--- config.mk ---
export PLATFORM = sky130hd
export DESIGN_NAME = rv_hazard_unit
export DESIGN_NICKNAME = d
export VERILOG_FILES = /design/src/rtl/rv_hazard_pkg.sv /design/src/rtl/rv_hazard_sb.sv /design/src/rtl/rv_hazard_unit.sv
export SDC_FILE = /design/constraint.sdc
export NUM_CORES = 1
export LEC_CHECK = 0
export ABC_AREA = 1
export CAP_MARGIN = 10
export CORE_ASPECT_RATIO = 1.25
export CORE_MARGIN = 1
export CORE_UTILIZATION = 35
export DETAILED_ROUTE_END_ITERATION = 10
export GPL_TIMING_DRIVEN = 0
export PLACE_DENSITY = 0.57
export SLEW_MARGIN = 5
export SYNTH_ARGS = -nofsm -noshare
export SYNTH_HDL_FRONTEND = slang
export SYNTH_SLANG_ARGS = --single-unit
--- constraint.sdc ---
create_clock -name i_clk -period 7.3 [get_ports i_clk]
set_input_delay 1.46 -clock i_clk [delete_from_list [all_inputs] [get_ports i_clk]]
set_output_delay 1.46 -clock i_clk [all_outputs]
set_load 0.01 [all_outputs]
--- src/rtl/rv_hazard_pkg.sv ---
`default_nettype none
// ============================================================================
// Module      : rv_hazard_pkg
// Description : Shared constants and types for the pipeline hazard controller.
//               Stage indices name the producer stages after ALU1 (youngest
//               first). The bypass-select type matches the default stage count.
// Revision    : 1.0 - initial release
// ============================================================================
package rv_hazard_pkg;

    // Producer stage indices, youngest first
    localparam int c_STG_ALU2 = 0;
    localparam int c_STG_MEM  = 1;
    localparam int c_STG_WB   = 2;
    localparam int c_STG_RET  = 3;

    localparam int c_BP_STAGES_DEF = 4;

    // One-hot bypass select; all-zero means "read the register file"
    typedef logic [c_BP_STAGES_DEF-1:0] ctrl_bp_sel_t;

endpackage
`default_nettype wire

--- src/rtl/rv_hazard_sb.sv ---
`default_nettype none
// ============================================================================
// Module      : rv_hazard_sb
// Description : Register scoreboard for variable-latency writes. One busy bit
//               per architectural register plus a pending-entry count. A
//               set and a clear on the same register in one cycle leaves
//               the bit set and the count unchanged.
// Revision    : 1.0 - initial release
// ============================================================================
module rv_hazard_sb #(
    parameter int REG_W       = 5,
    parameter int MAX_PENDING = 4
) (
    input  logic             i_clk,
    input  logic             i_reset,
    input  logic             i_set_en,
    input  logic [REG_W-1:0] i_set_rd,
    input  logic             i_clr_valid,
    input  logic [REG_W-1:0] i_clr_rd,
    input  logic [REG_W-1:0] i_dec_rs1,
    input  logic [REG_W-1:0] i_dec_rs2,
    input  logic [REG_W-1:0] i_dec_rd,
    input  logic             i_dec_long,
    output logic             o_hazard,
    output logic             o_busy,
    output logic             o_full
);
    import rv_hazard_pkg::*;

    localparam int c_NREG  = 2 ** REG_W;
    localparam int c_CNT_W = $clog2(MAX_PENDING + 1);

    logic [c_NREG-1:0]  r_busy;
    logic [c_CNT_W-1:0] r_cnt;
    logic [c_NREG-1:0]  w_set_vec;
    logic [c_NREG-1:0]  w_clr_vec;
    logic [c_NREG-1:0]  w_busy_eff;
    logic               w_do_clr;
    logic               w_inc;
    logic               w_dec;

    // Completions for registers that are not busy are dropped here
    assign w_do_clr = i_clr_valid & r_busy[i_clr_rd];
    // A set on an already-busy register (the set-wins case) adds no entry
    assign w_inc    = i_set_en & ~r_busy[i_set_rd];
    assign w_dec    = w_do_clr & ~(i_set_en & (i_set_rd == i_clr_rd));

    // Decode one-hot set/clear vectors from the register addresses
    always_comb begin
        w_set_vec = '0;
        w_clr_vec = '0;
        if (i_set_en) w_set_vec[i_set_rd] = 1'b1;
        if (w_do_clr) w_clr_vec[i_clr_rd] = 1'b1;
    end

    // Busy bits and pending count; set is applied after clear so it wins
    always_ff @(posedge i_clk or posedge i_reset) begin
        if (i_reset) begin
            r_busy <= '0;
            r_cnt  <= '0;
        end else begin
            r_busy <= (r_busy & ~w_clr_vec) | w_set_vec;
            case ({w_inc, w_dec})
                2'b10:   r_cnt <= r_cnt + 1'b1;
                2'b01:   r_cnt <= r_cnt - 1'b1;
                default: r_cnt <= r_cnt;
            endcase
        end
    end

    // An issue this cycle already blocks a dependent decode
    assign w_busy_eff = r_busy | w_set_vec;

    assign o_full   = (r_cnt == c_CNT_W'(MAX_PENDING));
    assign o_busy   = (r_cnt != '0);
    assign o_hazard = ((i_dec_rs1 != '0) & w_busy_eff[i_dec_rs1])
                    | ((i_dec_rs2 != '0) & w_busy_eff[i_dec_rs2])
                    | ((i_dec_rd  != '0) & w_busy_eff[i_dec_rd])
                    | (i_dec_long & o_full);

endmodule
`default_nettype wire

--- src/rtl/rv_hazard_unit.sv ---
`default_nettype none
// ============================================================================
// Module      : rv_hazard_unit
// Description : Pipeline hazard controller. Selects ALU1 operand bypass over
//               BP_STAGES producer stages, stalls on a not-yet-ready nearest
//               producer, tracks long-latency writes in a scoreboard and
//               stretches decode flush after a PC change.
//               Optional: define RV_HAZARD_PERF_EN to add 32-bit stall and
//               flush event counters (o_perf_stall, o_perf_flush).
// Revision    : 1.0 - initial release
// ============================================================================
module rv_hazard_unit #(
    parameter int BP_STAGES    = 4,
    parameter int REG_W        = 5,
    parameter int MAX_PENDING  = 4,
    parameter int FLUSH_CYCLES = 1
) (
    input  logic                       i_clk,
    input  logic                       i_reset,
    input  logic                       i_pc_change,
    input  logic [REG_W-1:0]           i_decode_rs1,
    input  logic [REG_W-1:0]           i_decode_rs2,
    input  logic [REG_W-1:0]           i_decode_rd,
    input  logic                       i_decode_long,
    input  logic [REG_W-1:0]           i_alu1_rs1,
    input  logic [REG_W-1:0]           i_alu1_rs2,
    input  logic [BP_STAGES*REG_W-1:0] i_stg_rd,
    input  logic [BP_STAGES-1:0]       i_stg_reg_write,
    input  logic [BP_STAGES-1:0]       i_stg_data_rdy,
    input  logic                       i_issue_long,
    input  logic [REG_W-1:0]           i_issue_rd,
    input  logic                       i_cmpl_valid,
    input  logic [REG_W-1:0]           i_cmpl_rd,
    output logic [BP_STAGES-1:0]       o_rs1_bp,
    output logic [BP_STAGES-1:0]       o_rs2_bp,
    output logic                       o_decode_stall,
    output logic                       o_decode_flush,
    output logic                       o_alu1_stall,
    output logic                       o_alu1_flush,
    output logic                       o_alu2_flush,
    output logic                       o_sb_busy,
`ifdef RV_HAZARD_PERF_EN
    output logic [31:0]                o_perf_stall,
    output logic [31:0]                o_perf_flush,
`endif
    output logic                       o_sb_full
);
    import rv_hazard_pkg::*;

    localparam int c_FW = (FLUSH_CYCLES > 1) ? $clog2(FLUSH_CYCLES) : 1;

    logic [c_FW-1:0]      r_fcnt;
    logic [BP_STAGES-1:0] w_rs1_hit;
    logic [BP_STAGES-1:0] w_rs2_hit;
    logic                 w_bp_miss;
    logic                 w_sb_hazard;
    logic                 w_sb_set;

    // Per-stage match of ALU1 operands against producer destinations
    always_comb begin
        w_rs1_hit = '0;
        w_rs2_hit = '0;
        for (int k = 0; k < BP_STAGES; k++) begin
            w_rs1_hit[k] = i_stg_reg_write[k] & (i_alu1_rs1 != '0)
                         & (i_alu1_rs1 == i_stg_rd[k*REG_W +: REG_W]);
            w_rs2_hit[k] = i_stg_reg_write[k] & (i_alu1_rs2 != '0)
                         & (i_alu1_rs2 == i_stg_rd[k*REG_W +: REG_W]);
        end
    end

    // Priority select: scan oldest to youngest so the youngest hit wins
    always_comb begin
        o_rs1_bp = '0;
        o_rs2_bp = '0;
        for (int k = BP_STAGES - 1; k >= 0; k--) begin
            if (w_rs1_hit[k]) begin
                o_rs1_bp    = '0;
                o_rs1_bp[k] = 1'b1;
            end
            if (w_rs2_hit[k]) begin
                o_rs2_bp    = '0;
                o_rs2_bp[k] = 1'b1;
            end
        end
    end

    assign w_bp_miss = (|(o_rs1_bp & ~i_stg_data_rdy))
                     | (|(o_rs2_bp & ~i_stg_data_rdy));

    // Long ops leaving ALU1 are recorded only if they really advance
    assign w_sb_set = i_issue_long & ~i_pc_change & ~w_bp_miss
                    & (i_issue_rd != '0);

    rv_hazard_sb #(
        .REG_W       (REG_W),
        .MAX_PENDING (MAX_PENDING)
    ) u_sb (
        .i_clk       (i_clk),
        .i_reset     (i_reset),
        .i_set_en    (w_sb_set),
        .i_set_rd    (i_issue_rd),
        .i_clr_valid (i_cmpl_valid),
        .i_clr_rd    (i_cmpl_rd),
        .i_dec_rs1   (i_decode_rs1),
        .i_dec_rs2   (i_decode_rs2),
        .i_dec_rd    (i_decode_rd),
        .i_dec_long  (i_decode_long),
        .o_hazard    (w_sb_hazard),
        .o_busy      (o_sb_busy),
        .o_full      (o_sb_full)
    );

    // Flush countdown; a redirect during the countdown reloads it
    always_ff @(posedge i_clk or posedge i_reset) begin
        if (i_reset) begin
            r_fcnt <= '0;
        end else if (i_pc_change) begin
            r_fcnt <= c_FW'(FLUSH_CYCLES - 1);
        end else if (r_fcnt != '0) begin
            r_fcnt <= r_fcnt - 1'b1;
        end
    end

    assign o_decode_flush = i_pc_change | (r_fcnt != '0);
    assign o_alu1_stall   = w_bp_miss & ~i_pc_change;
    assign o_decode_stall = (w_sb_hazard | w_bp_miss) & ~i_pc_change;
    assign o_alu1_flush   = i_pc_change | (o_decode_stall & ~w_bp_miss);
    assign o_alu2_flush   = i_pc_change | w_bp_miss;

`ifdef RV_HAZARD_PERF_EN
    logic [31:0] r_perf_stall;
    logic [31:0] r_perf_flush;

    // Free-running event counters, wrap on overflow
    always_ff @(posedge i_clk or posedge i_reset) begin
        if (i_reset) begin
            r_perf_stall <= '0;
            r_perf_flush <= '0;
        end else begin
            if (o_decode_stall) r_perf_stall <= r_perf_stall + 32'd1;
            if (i_pc_change)    r_perf_flush <= r_perf_flush + 32'd1;
        end
    end

    assign o_perf_stall = r_perf_stall;
    assign o_perf_flush = r_perf_flush;
`endif

endmodule
`default_nettype wire

==> results of run 1 <==
==> power breakdown <==
part           switching, mW  internal [mW]  leakage (nW)
clock network         0.0862          0.146        0.0772
logic                  0.294          0.158          2.74
registers             0.0231          0.239         0.428
==> worst max-delay path, delay by kind of cell <==
family        cells  cell delay (ns)
simple gates     19             2.11
buf+inv           5             1.53
==> layout by cell type, fill, tap and decap left out, types with 2 or more instances in the layout <==
master,Yosys,layout
sky130_fd_sc_hd__nand4_2,14,14
sky130_fd_sc_hd__a21oi_1,7,7
sky130_fd_sc_hd__nor2_2,6,6
sky130_fd_sc_hd__inv_2,11,12
sky130_fd_sc_hd__nand2_1,269,269
sky130_fd_sc_hd__a221oi_1,2,2
sky130_fd_sc_hd__nor2_4,2,2
sky130_fd_sc_hd__clkbuf_1,13,14
sky130_fd_sc_hd__nand4_4,6,6
sky130_fd_sc_hd__clkinv_1,3,3
sky130_fd_sc_hd__a22oi_1,4,4
sky130_fd_sc_hd__nand3_1,108,108
sky130_fd_sc_hd__buf_4,2,2
sky130_fd_sc_hd__o211ai_1,3,3
sky130_fd_sc_hd__nand4_1,18,18
sky130_fd_sc_hd__xor2_1,2,2
sky130_fd_sc_hd__nor2_1,104,104
sky130_fd_sc_hd__nand3_2,2,2
sky130_fd_sc_hd__o22ai_1,24,24
sky130_fd_sc_hd__dfrtp_1,35,35
sky130_fd_sc_hd__o221ai_1,4,4
sky130_fd_sc_hd__clkdlybuf4s50_1,0,78
sky130_fd_sc_hd__xnor2_1,5,5
sky130_fd_sc_hd__o21ai_1,3,3
sky130_fd_sc_hd__inv_1,125,124
sky130_fd_sc_hd__o21ai_0,52,52
sky130_fd_sc_hd__buf_2,5,5
sky130_fd_sc_hd__nor3_1,20,20
sky130_fd_sc_hd__clkbuf_16,0,5
sky130_fd_sc_hd__clkbuf_8,0,2
==> cells by family after synthesis <==
kind of cell / count (synthesis) / share of synthesized area, %
and+or+nand+nor: 555 / 53.8
buffers and inverters: 163 / 13.7
AOI/OAI and AO/OA: 103 / 12.4
adders and majority gates: 2 / 0.674
xor gates and xnor gates: 7 / 1.27
DFF: 35 / 18.1
==> routing by layer <==
metal  up-vias  GRT usage (%)
met5         -              0
met4         0           11.6
met3        54           3.86
li1       2992              -
met1      2721           33.8
met2       325           49.2
==> through the flow <==
stage	instances	util, %	total power, mW	setup slack (ns)	hold slack (ns)
finish	1122	44.8	0.947	0.738	0.486
detailed placement	1114	43.6	0.710	0.738	0.481
floorplan	865	-	0.536	2.48	0.452
CTS	1122	44.8	0.940	0.724	0.493
global route	1122	44.8	1.01	0.400	0.499
global placement	1114	43.6	0.706	0.727	0.472
==> area by class of cell <==
type	count	area [µm²]	area share, %
Multi-Input combinational cell	667	3290	55.1
Sequential cell	35	876	14.6
Buffer	24	139	2.32
Inverter	139	522	8.73
Timing Repair Buffer	78	781	13.1
Tap cell	171	214	3.58
Clock buffer	8	156	2.62
==> worst max-delay path by stage <==
stage                     cells past startpoint  slack (ns)             end
after floorplan                              22        2.48  o_decode_stall
after global placement                       24        0.73  o_decode_stall
after detailed placement                     24        0.74  o_decode_stall
after CTS                                    24        0.72  o_decode_stall
after global routing                         24        0.40  o_decode_stall
final                                        24        0.74  o_decode_stall
==> registers in the layout, summed over array words and instances (netlist names) <==
signal / flops
u_sb.r_cnt: 3
u_sb.r_busy: 32
==> run_results.csv, run 1 <==
group,metric,value,unit
status,run_status,"completed",
routing,vias,6092,
layout,synthToLayoutAreaGrowth,23.8,%
grt,grt_pass1_vias,5873,
layout,post_route_cells_drive_above_1_share,6.52,%
routing,drt-met1-wl,7750,µm
timing,totalNegativeSetupSlack,0,ns
timing,rsz0062_at_grt,"no",
critical_path,timing.reg2reg.setup_slack,4.43,ns
critical_path,path_common_cell,"sky130_fd_sc_hd__nand2_1",
synthesis,yosysMostFrequentCell,"sky130_fd_sc_hd__nand2_1",
die,initial_core_util,36.2,%
routing,routed-wl-met2,9490,µm
synthesis,synth_area_leader_cell,"sky130_fd_sc_hd__nand2_1",
routing,residual_antenna_violating_net_count_after_detailed_routing,0,
synthesis,synth_area_per_inst,5.58,µm²
clocking,h-tree-depth,2,
placed_design,detailed_place_hpwl,15900,µm
layout,final_cell_area,0.00598,mm²
die,die-width,107,µm
layout,diodes,0,
clocking,cts_tree,"built",
layout,final_net_count,1021,
power,power_density_over_the_cells,158,mW/mm²
critical_path,crit_required,5.84,ns
critical_path,critPathArrivalTime,5.10,ns
critical_path,start_kind,"primary input",
clocking,clock_latency,0.29,ns
grt,first_pass_grt_wire_length,30900,µm
job,maxCapViolCount,0,
critical_path,timing.critical_path.to_type,"primary output",
clocking,clkSlewWorstSetupHoldPaths,0.05,ns
critical_path,critical_path.cell_chain,"clkdlybuf4s50_1 -> inv_2 -> nand2_1 -> nand2_1 -> nor2_1 -> nand2_1 -> nor2_1 -> nor2_1 -> nand3_1 -> nand3_2 -> nor2_8 -> buf_12 -> nand4_1 -> nand2_1 -> inv_1 -> nand2_1 -> nand3_1 -> nand2_1 -> nand3_1 -> nand2_1 -> nand2_1 -> nand3_1 -> and2_1 -> clkdlybuf4s50_1",
power,cellLeakagePower,3.25,nW
synthesis,ys_seq_area_share,18.1,%
critical_path,r2r-start,"u_sb.r_busy[31]",
timing,worst_pin_slew,0.772,ns
hold_path,hold_path_class,"register to register",
routing,first_iter_violations,500,
grt,gr-total-overflow,0,
die,top_level_ports,84,
clocking,clockBufferDepth,2,
critical_path,slowest_library_cell_on_the_worst_path,"sky130_fd_sc_hd__clkdlybuf4s50_1",
critical_path,startpoint,"i_alu1_rs2[3]",
die,die_area,0.0143,mm²
routing,routedWlPerCell,17.5,µm
clocking,cts.hold.buffers_added,0,
synthesis,yosys_register_bits,35,
clocking,cts_root_buf,"sky130_fd_sc_hd__clkbuf_16",
critical_path,critPathKind,"primary input to primary output",
die,floorplan.core_area,0.0133,mm²
synthesis,synth_cells,865,
synthesis,yosys_warnings,0,
routing,detail_route.drc_violations,0,
critical_path,reg2regPathDepth,14,
timing,report.final.slew_viol_count,0,
routing,via_per_inst,5.43,
timing,clock_skew,0.0100,ns
grt,grt_antenna_before_repair,0,
synthesis,post-synth-top-area-fraction,20.9,%
clocking,cts.sinks,35,
timing,achievable_clock_frequency,152,MHz
clocking,cts_resized,0,
critical_path,path_max_fanout,10,
placed_design,placedInstanceArea,0.00582,mm²
hold_path,timing.hold.worst_endpoint,"u_sb.r_busy[0]",
die,fp_rows,47,
timing,final_cycle_share,89.9,%
routing,drt-pass1-iter-count,6,
placed_design,port_buffers,78,
power,vdd.ir_drop.worst,0.000140,V
timing,maxSlewHeadroom,48.5,%
clocking,cts_inserted_buffers,5,
timing,report.final.hold_viol_count,0,
hold_path,worstHoldPathCells,2,
synthesis,ys.flop_type,"sky130_fd_sc_hd__dfrtp_1",
timing,final.min_clock_period,6.56,ns
placed_design,gp_routability_congestion,0.949,
synthesis,synthesis.area,0.00483,mm²
clocking,post_cts_buffers,0,
critical_path,r2r-end,"u_sb.r_cnt[1]",
synthesis,postSynth.asyncResetShare,100,%
routing,highest-signal-layer,"met4",
grt,track_usage,28.0,%
hold_path,min-delay-start,"u_sb.r_busy[0]",
synthesis,area_contributors_post_synth,"sky130_fd_sc_hd__nand2_1 (21%), sky130_fd_sc_hd__dfrtp_1 (18%), sky130_fd_sc_hd__nand3_1 (11%)",
layout,fill_cells,1492,
synthesis,synth_cell_types,43,
grt,grt_start_max_net_pins,36,
synthesis,ys_top_cells_by_count,"sky130_fd_sc_hd__nand2_1 (269), sky130_fd_sc_hd__inv_1 (125), sky130_fd_sc_hd__nand3_1 (108), sky130_fd_sc_hd__nor2_1 (104), sky130_fd_sc_hd__o21ai_0 (52)",
routing,routed-wl-met3,1620,µm
routing,totalWireLength,19600,µm
timing,setup_viol_count_final,0,
synthesis,synth.net_count,936,
critical_path,worst_path_largest_cell_delay,0.63,ns
die,die_span_in_y,133,µm
synthesis,synth_enable_flop_cells,0,
Note: power is estimated with default switching activity, not from simulation.
==> run 2, diff against run 1 <==
ABC_CLOCK_PERIOD_IN_PS = 7300   (was not set)
==> results of run 2 <==
Final layout, timing and power as in run 1 (identical DEF).
==> run 3, diff against run 2 <==
CORE_UTILIZATION = 59   (was 35)
PLACE_DENSITY = 0.88   (was 0.57)
==> run 3 against run 2 <==
Non-clock buffer count increased by 1. Utilization up 29 points. Sequential power is 2% higher. Design area down 2.4%. Register-to-register slack got worse by 0.21 ns. Clock-buffer cell count is 1 lower. Flip-flop and latch count stayed put. Global-route usage up 16 points. Critical endpoint unchanged. Final cell count decreased by 6.7%. Hold slack improved by 0.015 ns.
==> run_results.csv, run 3 (synthesized netlist as in run 1, its figures left out) <==
group,metric,value,unit
status,run_status,"completed",
grt,gr-max-usage-layer,"met2",
routing,via_per_inst,6.25,
timing,achievable_clock_frequency,149,MHz
grt,grt_antenna_before_repair,0,
routing,drt-pass1-iter-count,9,
die,die_span_in_y,103,µm
die,fp_rows,36,
grt,groute.layer.met2.usage,76.8,%
grt,globalRouteMet3Util,8.01,%
placed_design,placedInstanceArea,0.00576,mm²
critical_path,critPathArrivalTime,5.23,ns
placed_design,detailed_place_hpwl,14900,µm
grt,track_usage,43.7,%
placed_design,post-place-ws,0.740,ns
timing,clock_skew,0.00943,ns
power,comb_power_share,52.9,%
hold_path,hold_path_class,"register to register",
grt,gr-total-overflow,0,
timing,worst_pin_slew,0.697,ns
power,swShare,45.7,%
placed_design,gp_routability_congestion,1.11,
critical_path,path_max_fanout,10,
placed_design,port_buffers,78,
routing,residual_antenna_violating_net_count_after_detailed_routing,0,
timing,report.final.slew_viol_count,0,
layout,final_common_cell,"sky130_fd_sc_hd__nand2_1",
timing,totalNegativeSetupSlack,0,ns
clocking,cts.hold.buffers_added,0,
power,cellLeakagePower,3.23,nW
routing,routedWlPerCell,17.7,µm
clocking,clkSlewWorstSetupHoldPaths,0.06,ns
die,floorplan.core_area,0.00788,mm²
timing,worst_hold_slack,0.501,ns
layout,largest-register,"u_sb.r_busy",
die,initial_core_util,61.3,%
routing,vias,6544,
clocking,clockBufferDepth,2,
die,die_area,0.00855,mm²
critical_path,start_kind,"primary input",
routing,totalWireLength,18600,µm
timing,maxSlewHeadroom,53.4,%
clocking,post_cts_buffers,0,
power,switching_power,0.392,mW
layout,final_net_count,1022,
grt,grt_start_max_net_pins,25,
critical_path,timing.critical_path.to_type,"primary output",
die,die-width,82.9,µm
grt,met1_usage,45.3,%
critical_path,critPathKind,"primary input to primary output",
grt,first_pass_grt_wire_length,29400,µm
layout,largest_reg_flops,32,
die,top_level_ports,84,
clocking,cts_tree,"built",
routing,first_iter_violations,781,
layout,final_cell_count_no_fill,1047,
layout,synthToLayoutAreaGrowth,20.9,%
clocking,h-tree-depth,2,
timing,report.final.hold_viol_count,0,
clocking,cts.sinks,35,
power,total_power,0.857,mW
clocking,cts_resized,0,
layout,post_route_cells_drive_above_1_share,6.41,%
timing,rsz0062_at_grt,"no",
clocking,clock_latency,0.30,ns
placed_design,place.detailed.instances,1039,
clocking,cts_inserted_buffers,5,
layout,reg_top3,"u_sb.r_busy (32), u_sb.r_cnt (3)",
grt,grt_pass1_vias,6134,
layout,diodes,0,
timing,final_cycle_share,91.7,%
timing,setup_viol_count_final,0,
power,clock_power_share,16.1,%
routing,detail_route.drc_violations,0,
layout,fill_cells,673,
power,power_density_over_the_cells,147,mW/mm²
timing,final.min_clock_period,6.69,ns
power,vdd.ir_drop.worst,0.000193,V
layout,post-route-util,74.0,%
clocking,cts_root_buf,"sky130_fd_sc_hd__clkbuf_8",
critical_path,crit_required,5.84,ns
power,sequential_power_share,31.0,%
power,power.internal,0.466,mW
layout,final_cell_area,0.00584,mm²
job,maxCapViolCount,0,
layout,final_cell_mix,"sky130_fd_sc_hd__nand2_1 (269), sky130_fd_sc_hd__inv_1 (125), sky130_fd_sc_hd__nand3_1 (108)",
timing,setup_slack,0.606,ns
-- run 3: changes by cell type in the layout (fill, tap and decap cells not counted) --
cell                        delta
sky130_fd_sc_hd__clkbuf_16     -5
sky130_fd_sc_hd__inv_2         -1
sky130_fd_sc_hd__clkbuf_8      +3
sky130_fd_sc_hd__buf_16        +1
sky130_fd_sc_hd__clkbuf_1      +1
sky130_fd_sc_hd__inv_1         +1
sky130_fd_sc_hd__clkinv_2      +1
-- run 3: final cells by class --
cell class	instances	area (µm²)	area share (%)
repair buffers	79	808	13.8
clock buffers	7	76.3	1.31
plain buffers	24	139	2.38
flip-flops and latches	35	876	15.0
multi-input cells	667	3290	56.4
clock inverters	1	5.00	0.0857
inverters	139	522	8.94
well taps	95	119	2.04
-- run 3: critical path, stage by stage --
cell and delay, ns:
sky130_fd_sc_hd__clkdlybuf4s50_1 0.66, sky130_fd_sc_hd__inv_2 0.11, sky130_fd_sc_hd__nand2_1 0.07, sky130_fd_sc_hd__nand2_1 0.05
sky130_fd_sc_hd__nor2_1 0.10, sky130_fd_sc_hd__nand2_1 0.06, sky130_fd_sc_hd__nor2_1 0.28, sky130_fd_sc_hd__nor2_1 0.11
sky130_fd_sc_hd__nand3_1 0.11, sky130_fd_sc_hd__nand3_2 0.13, sky130_fd_sc_hd__nor2_8 0.22, sky130_fd_sc_hd__buf_6 0.20
sky130_fd_sc_hd__nand4_1 0.22, sky130_fd_sc_hd__nand3_1 0.14, sky130_fd_sc_hd__nand2_1 0.06, sky130_fd_sc_hd__nand2_1 0.05
sky130_fd_sc_hd__nand3_1 0.09, sky130_fd_sc_hd__nand3_1 0.09, sky130_fd_sc_hd__nand3_1 0.10, sky130_fd_sc_hd__nand2_1 0.07
sky130_fd_sc_hd__nand2_1 0.06, sky130_fd_sc_hd__nand3_1 0.10, sky130_fd_sc_hd__and2_1 0.13, sky130_fd_sc_hd__clkdlybuf4s50_1 0.56
-- run 3: final timing paths --
check,from,end,slack (ns),depth (start not counted)
setup / recovery,i_alu1_rs2[3],o_decode_stall,0.61,24
hold / removal,u_sb.r_busy[9],u_sb.r_busy[9],0.50,2
setup reg to reg,u_sb.r_busy[28],u_sb.r_cnt[1],4.22,14
hold reg to reg,u_sb.r_busy[9],u_sb.r_busy[9],0.50,2
max in group asynchronous,i_reset,u_sb.r_busy[25],5.28,3
min in group asynchronous,i_reset,u_sb.r_busy[6],1.51,2
-- run 3: power groups by stage --
| stage | combinational (mW) | clock, mW | sequential (mW) |
|---|---|---|---|
| after floorplan | 0.277 | 0 | 0.259 |
| after global placement | 0.418 | 0 | 0.265 |
| after detailed placement | 0.434 | 0 | 0.269 |
| after CTS | 0.437 | 0.136 | 0.265 |
| after global routing | 0.493 | 0.141 | 0.270 |
| final | 0.453 | 0.138 | 0.266 |
-- run 3: layer usage --
| metal | vias to the layer above | wire (µm) |
|---|---|---|
| met3 | 153 | 1880 |
| met1 | 2878 | 6290 |
| met4 | 0 | 1590 |
| met5 | - | 0 |
| li1 | 2997 | - |
| met2 | 516 | 8800 |
